**config.mk**
```make
export PLATFORM = sky130hd
export DESIGN_NAME = wb_sram_arb2
export DESIGN_NICKNAME = d
export VERILOG_FILES = /design/src/rtl/wb_arb_pkg.sv /design/src/rtl/wb_arb_watchdog.sv /design/src/rtl/wb_sram_arb2.sv
export SDC_FILE = /design/constraint.sdc
export NUM_CORES = 1
export LEC_CHECK = 0
export BUFFER_PORTS_ARGS = -buffer_cell sky130_fd_sc_hd__buf_4
export CORE_AREA = 2 2 121 123
export DETAILED_ROUTE_END_ITERATION = 7
export DIE_AREA = 0 0 123 125
export PLACE_DENSITY = 0.55
export SETUP_SLACK_MARGIN = 0.1
export SYNTH_ARGS = -nofsm -noshare
export SYNTH_HDL_FRONTEND = slang
export SYNTH_SLANG_ARGS = --single-unit
```
**constraint.sdc**
```tcl
create_clock -name clk -period 2.7 [get_ports clk]
set_clock_uncertainty 0.1 [all_clocks]
set_input_delay 0.135 -clock clk [delete_from_list [all_inputs] [get_ports clk]]
set_output_delay 0.135 -clock clk [all_outputs]
set_load 0.05 [all_outputs]
```
**src/rtl/wb_arb_pkg.sv**
```systemverilog
// rtl/wb_arb_pkg.sv - shared state encodings and bus widths for the two-port SRAM arbiter
package wb_arb_pkg;

    localparam int ADR_W = 32;
    localparam int DAT_W = 32;
    localparam int SEL_W = 4;

    typedef enum logic [1:0] {
        S_IDLE = 2'd0,
        S_GNT0 = 2'd1,
        S_GNT1 = 2'd2
    } arb_state_t;

endpackage

```
**src/rtl/wb_arb_watchdog.sv**
```systemverilog
// rtl/wb_arb_watchdog.sv - saturating strobe-to-ack watchdog with a one-cycle err pulse
module wb_arb_watchdog #(
    parameter int unsigned timeout  = 255,
    parameter int unsigned to_width = 8
) (
    input  logic clk,
    input  logic reset,
    input  logic clear,
    input  logic active,
    input  logic ack,
    output logic err
);

    localparam logic [to_width-1:0] TO_VAL  = to_width'(timeout);
    localparam logic [to_width-1:0] CNT_MAX = '1;
    localparam logic [to_width-1:0] CNT_ONE = to_width'(1);
    localparam bit                  ENABLED = (timeout != 0);

    logic [to_width-1:0] cnt_q;

    // Counts only while a granted strobe waits; holds at all-ones instead of wrapping.
    always_ff @(posedge clk or posedge reset) begin
        if (reset) begin
            cnt_q <= '0;
        end else if (clear || !active || ack) begin
            cnt_q <= '0;
        end else if (cnt_q != CNT_MAX) begin
            cnt_q <= cnt_q + CNT_ONE;
        end
    end

    // An ack in the expiry cycle wins over the timeout.
    assign err = ENABLED && active && !ack && (cnt_q == TO_VAL);

endmodule

```
**src/rtl/wb_sram_arb2.sv**
```systemverilog
// rtl/wb_sram_arb2.sv - round-robin two-master Wishbone arbiter in front of one SRAM slave
module wb_sram_arb2
    import wb_arb_pkg::*;
#(
    parameter int unsigned timeout  = 255,
    parameter int unsigned to_width = 8
) (
    input  logic             clk,
    input  logic             reset,

    input  logic             m0_stb_i,
    input  logic             m0_cyc_i,
    input  logic             m0_we_i,
    input  logic [ADR_W-1:0] m0_adr_i,
    input  logic [SEL_W-1:0] m0_sel_i,
    input  logic [DAT_W-1:0] m0_dat_i,
    output logic [DAT_W-1:0] m0_dat_o,
    output logic             m0_ack_o,
    output logic             m0_err_o,

    input  logic             m1_stb_i,
    input  logic             m1_cyc_i,
    input  logic             m1_we_i,
    input  logic [ADR_W-1:0] m1_adr_i,
    input  logic [SEL_W-1:0] m1_sel_i,
    input  logic [DAT_W-1:0] m1_dat_i,
    output logic [DAT_W-1:0] m1_dat_o,
    output logic             m1_ack_o,
    output logic             m1_err_o,

    output logic             s_stb_o,
    output logic             s_cyc_o,
    output logic             s_we_o,
    output logic [ADR_W-1:0] s_adr_o,
    output logic [SEL_W-1:0] s_sel_o,
    output logic [DAT_W-1:0] s_dat_o,
    input  logic [DAT_W-1:0] s_dat_i,
    input  logic             s_ack_i
);

    arb_state_t state_q, state_d;
    logic       last_q;
    logic       req0, req1;
    logic       wd_active, wd_clear, wd_err;

    assign req0 = m0_cyc_i & m0_stb_i;
    assign req1 = m1_cyc_i & m1_stb_i;

    assign wd_active = ((state_q == S_GNT0) && m0_stb_i) ||
                       ((state_q == S_GNT1) && m1_stb_i);
    assign wd_clear  = (state_q == S_IDLE);

    wb_arb_watchdog #(
        .timeout  (timeout),
        .to_width (to_width)
    ) u_watchdog (
        .clk    (clk),
        .reset  (reset),
        .clear  (wd_clear),
        .active (wd_active),
        .ack    (s_ack_i),
        .err    (wd_err)
    );

    // last_q starts at 1 so port 0 wins the first tie after reset.
    always_ff @(posedge clk or posedge reset) begin
        if (reset) begin
            state_q <= S_IDLE;
            last_q  <= 1'b1;
        end else begin
            state_q <= state_d;
            if (state_q == S_IDLE && state_d == S_GNT0) begin
                last_q <= 1'b0;
            end else if (state_q == S_IDLE && state_d == S_GNT1) begin
                last_q <= 1'b1;
            end
        end
    end

    // Grants only leave through IDLE, so the slave always sees stb low between owners.
    always_comb begin
        state_d = state_q;
        case (state_q)
            S_IDLE: begin
                if (req0 && req1) begin
                    state_d = last_q ? S_GNT0 : S_GNT1;
                end else if (req0) begin
                    state_d = S_GNT0;
                end else if (req1) begin
                    state_d = S_GNT1;
                end
            end
            S_GNT0: begin
                if (!m0_cyc_i || wd_err) begin
                    state_d = S_IDLE;
                end
            end
            S_GNT1: begin
                if (!m1_cyc_i || wd_err) begin
                    state_d = S_IDLE;
                end
            end
            default: state_d = S_IDLE;
        endcase
    end

    // The expiring cycle withdraws the strobe so the slave does not start a late access.
    always_comb begin
        s_stb_o  = 1'b0;
        s_cyc_o  = 1'b0;
        s_we_o   = 1'b0;
        s_adr_o  = '0;
        s_sel_o  = '0;
        s_dat_o  = '0;
        m0_ack_o = 1'b0;
        m0_err_o = 1'b0;
        m1_ack_o = 1'b0;
        m1_err_o = 1'b0;
        case (state_q)
            S_GNT0: begin
                s_stb_o  = m0_stb_i & ~wd_err;
                s_cyc_o  = m0_cyc_i & ~wd_err;
                s_we_o   = m0_we_i;
                s_adr_o  = m0_adr_i;
                s_sel_o  = m0_sel_i;
                s_dat_o  = m0_dat_i;
                m0_ack_o = s_ack_i;
                m0_err_o = wd_err;
            end
            S_GNT1: begin
                s_stb_o  = m1_stb_i & ~wd_err;
                s_cyc_o  = m1_cyc_i & ~wd_err;
                s_we_o   = m1_we_i;
                s_adr_o  = m1_adr_i;
                s_sel_o  = m1_sel_i;
                s_dat_o  = m1_dat_i;
                m1_ack_o = s_ack_i;
                m1_err_o = wd_err;
            end
            default: ;
        endcase
    end

    assign m0_dat_o = s_dat_i;
    assign m1_dat_o = s_dat_i;

endmodule

```
# --- Yosys cells after proc, flatten, opt, wreduce, memory -nomap -nowiden ---
# Cells that the tools add are included.
classes:
  add_sub_neg: 1
  eq_ne: 6
  n_mux: 21
  n_bitwise: 7
  reduce_logical: 19
op_table:
  columns: ["cell", "count"]
  rows:
  - ["$pmux 32 s2", 2]
  - ["$mux 8", 2]
  - ["$mux 2", 6]
  - ["$add 8x1->8 const B", 1]
  - ["$eq 8x8->1 const B", 1]
  - ["$ne 8x8->1 const B", 1]
  - ["$pmux 4 s2", 1]
  - ["$logic_and 1x1->1", 7]
  - ["$and 1x1->1", 6]
  - ["$mux 1", 6]
  - ["$pmux 1 s2", 3]
  - ["$pmux 2 s3", 1]
  - ["$logic_or 1x1->1", 5]
  - ["$eq 2x1->1 const B", 2]
  - ["$eq 2x2->1 const B", 2]
  - ["$logic_not 1->1", 4]
  - ["$reduce_bool 2->1", 2]
  - ["$logic_not 2->1", 1]
  - ["$not 1->1", 1]
word_totals:
  reg_bits: 11

# --- Logic depth before layout (Yosys ltp) ---
depth:
  ltp_word: 12
  mapped_depth: 8
  ltp_nobuf: 7

# --- Modules after synthesis ---
# A second synthesis with hierarchy kept.
unflattened:
  cells_unflattened: 312
  hier_area_um2: 2316.0
modules_own_cells:
  columns: ["module", "n_inst", "cells_each", "area_per_inst_um2", "seq_area_each_um2"]
  rows:
  - ["wb_sram_arb2", 1, 264, 1858.0, 76.3]
  - ["wb_arb_watchdog", 1, 48, 457.9, 200.2]

# --- Worst setup path before layout ---
# No wires, ideal clock.
synth_path:
  kind: "reg-to-output"
  start: "reg state_q[0]"
  end: "out s_adr_o[31]"
  t_arrival_ns: 2.037
  slack_ns: 0.428
  stages_incl_launch_ff: 7
  n_path_buf: 2
  cell_sequence: "dfrtp_1 inv_1 ha_1 clkbuf_1 clkbuf_1 a22oi_1 nor2b_1"
synth_via:
  elab_chain_cells: 2
  elab_cells_between_ends: 3
  cone_classes: "eq/ne (2); mux (1)"
synth_rtl:
  columns: ["item", "line", "source"]
  rows:
  - ["start, declared", "wb_sram_arb2.sv:41", "arb_state_t state_q, state_d;"]
  - ["start signal, assigned", "wb_sram_arb2.sv:71", "state_q <= state_d;"]
  - ["$eq 2x2->1 or $eq 2x1->1 (tied branches)", "wb_sram_arb2.sv:119", "case (state_q)"]
  - ["$pmux 32 s2 *", "wb_sram_arb2.sv:119", null]
  - ["end, declared", "wb_sram_arb2.sv:34", "output logic [ADR_W-1:0] s_adr_o,"]
# Every way passes the cells marked *; elsewhere a longest branch is shown, timed or not.

# --- Worst setup path in the final report ---
layout_path:
  start: "reg state_q[1]"
  end: "out s_adr_o[26]"
# Same word-level chain as after synthesis.

==> results.yml <==
synth:
  netlist_top_cells_area: "a22oi_1 23%, buf_4 21%, nor2b_1 19%"
  ys_seq_area_frac: 0.123
  synth_ff_type: "dfrtp_1"
  synth_seq_cells: 11
  syn_nets: 486
  synth_edf_count: 0
  synth_area_per_cell_um2: 7.40
  yosys_warnings: 0
  async_flop_share: 1.00
  netlist_instances: 304
  yosys-top-cells-count: "70 x a22oi_1, 69 x nor2b_1, 64 x buf_4"
  synth_top_area_cell: "a22oi_1"
  synth_area_um2: 2250
  ys_types: 33
  synth_top_area_share: 0.234
  yosysMostFrequentCell: "a22oi_1"
routing:
  wl_met1_mm: 3.99
  routed_via_density: 4.31
  drc: 0
  antenna_left: 0
  route.met3.wl_mm: 1.02
  drt_iter0_drc: 110
  routed.top_layer: "met4"
  vias: 2721
  wl_met2_mm: 4.72
  drt_wl_total_mm: 9.93
  first_pass_iters: 4
  wl_per_cell_um: 15.7
placement:
  io_buffers: 219
  hpwl_mm: 8.04
  gp_congestion: 0.790
  placed_cell_area_um2: 3610
timing:
  max_freq_ghz: 0.435
  period_minus_slack_ns: 2.30
  relSlewSlack: 0.676
  worstMarginPinSlew_ns: 0.487
  slew_viol_final: 0
  finalCritPeriodShare: 0.852
  fin_tns_setup_ns: 0
  setup_viol: 0
  rsz0062_at_grt: "false"
  final_hold_viol_count: 0
clock_tree:
  cts.sinks: 11
  cts-resized-gates: 0
  path_clk_slew_ns: 0.04
  clk_latency_ns: 0.24
  cts_tree: "built"
  clock_path_buffers: 2
  htreeDepth: 1
  cts_made_buffers: 3
  cts_root_buf: "clkbuf_16"
floorplan:
  die_area_um2: 15400
  rows: 44
  core-area_um2: 14200
  initial_core_util: 0.158
  ios: 316
  die_y_um: 125
  fp.dieW_um: 123
power_and_ir_drop:
  peakVddDrop_mv: 0.329
  powerDensity_nw_per_um2: 859
  p_leak_nw: 1.68
grt:
  grt.total_usage: 0.117
  grt_pass1_vias: 2642
  grt_overflow: 0
  grt_pass1_wl_mm: 14.2
  grt_max_degree: 45
  antenna_found_initial: 0
flow_run:
  maxCapViolCount: 0
worst_setup_path:
  crit_required_ns: 2.47
  critical-path-slowest-cell: "dfrtp_1"
  cp-end-kind: "primary output"
  crit_path_frequent_cell: "buf_4"
  crit_path_max_fanout: 42
  cpPeakStageDelay_ns: 0.42
  crit_chain: "inv_1 -> ha_2 -> buf_4 -> a22oi_1 -> nor2b_1 -> buf_4"
  cp.arrival_ns: 2.07
  critical_path_class: "reg -> out"
  start_kind: "flop"
finish:
  multi_input_area_um2: 1390
  area_growth_syn_to_layout_pct: 64.4
  drive_above_1_share: 0.528
  design_area_um2: 3700
  antennaDiodeCount: 0
  num-fill-cells: 1543
  seqCellArea_um2: 277
  final_core_utilization: 0.260
  finalNetCount: 630
status:
  status: "finished, final reports clean"
hold_path:
  hp-class: "in -> out"
==> logic make-up after synthesis <==
logic type,count (synthesis),share of synthesized area
compound gates,87,0.290
xor+xnor,5,0.0195
fa+ha+maj,5,0.0278
buf+inv,94,0.264
flops,11,0.123
mux,1,0.00445
simple gates,101,0.270
==> power breakdown <==
part           internal [W]  leakage [nW]  total [W]  switching (W)
Combinational      0.000959          1.49    0.00269        0.00173
Clock              0.000198        0.0382   0.000265      0.0000670
Sequential         0.000193         0.148   0.000218      0.0000249
==> metrics by stage <==
| step | std cells | total power, W | worst slack [ns] | hold slack, ns |
|---|---|---|---|---|
| after CTS | 631 | 0.00320 | 0.443 | 0.171 |
| after floorplan | 304 | 0.00235 | 0.428 | -0.113 |
| final | 631 | 0.00317 | 0.400 | 0.170 |
| after detailed placement | 626 | 0.00293 | 0.520 | 0.0700 |
| after global placement | 626 | 0.00289 | 0.623 | 0.0643 |
| after global routing | 631 | 0.00339 | 0.301 | 0.170 |
==> state kept, by name (all words and copies together) (netlist names) <==
name / flops
state_q: 2
last_q: 1
u_watchdog.cnt_q: 8
==> final timing paths <==
kind	to	cells after the start	slack (ns)	startpoint
hold / removal	m0_dat_o[13]	0	0.17	s_dat_i[13]
setup reg to reg	last_q	7	0.50	state_q[0]
setup / recovery	s_adr_o[26]	6	0.40	state_q[1]
max in group asynchronous	last_q	3	1.81	reset
min in group asynchronous	u_watchdog.cnt_q[7]	3	0.36	reset
hold reg to reg	last_q	2	0.43	last_q
==> area by class of cell <==
| class | count | share of cell area |
|---|---|---|
| flip-flops and latches | 11 | 0.0748 |
| multi-input cells | 199 | 0.375 |
| well taps | 184 | 0.0623 |
| inverters | 7 | 0.00711 |
| repair buffers | 226 | 0.460 |
| clock buffers | 4 | 0.0213 |
==> critical path, delay by kind of cell, from the launching register on <==
family / cells / cell delay [ns]
and+or+nand+nor: 1 / 0.23
buffers and inverters: 3 / 0.79
AOI/OAI and AO/OA: 1 / 0.14
adders and majority gates: 1 / 0.22
DFF: 1 / 0.42
==> metal layers <==
metal,track usage,vias up
met4,0.0394,0
li1,-,1290
met2,0.196,160
met5,0,-
met3,0.0283,28
met1,0.145,1243
==> cells in the final DEF (no fill, tap or decap), drive strengths merged <==
master,n
a2111oi,1
a21boi,1
a21oi,6
a22o,1
a22oi,70
a32oi,1
and2,5
buf,225
clkbuf,4
dfrtp,10
dfstp,1
dlygate4sd3,1
ha,5
inv,7
mux2i,1
nand2,7
nand2b,2
nand3,4
nand4,2
nor2,7
nor2b,69
nor3,3
nor4,1
o2111ai,1
o211ai,1
o21ai,4
o41ai,1
or2,1
xnor2,2
xor2,3
==> timing repair <==
item	in CTS	in global routing
buffers inserted	0	0
hold buffers	1	0
endpoints found under the hold margin	10	0
(Power assumes the default switching activity.)
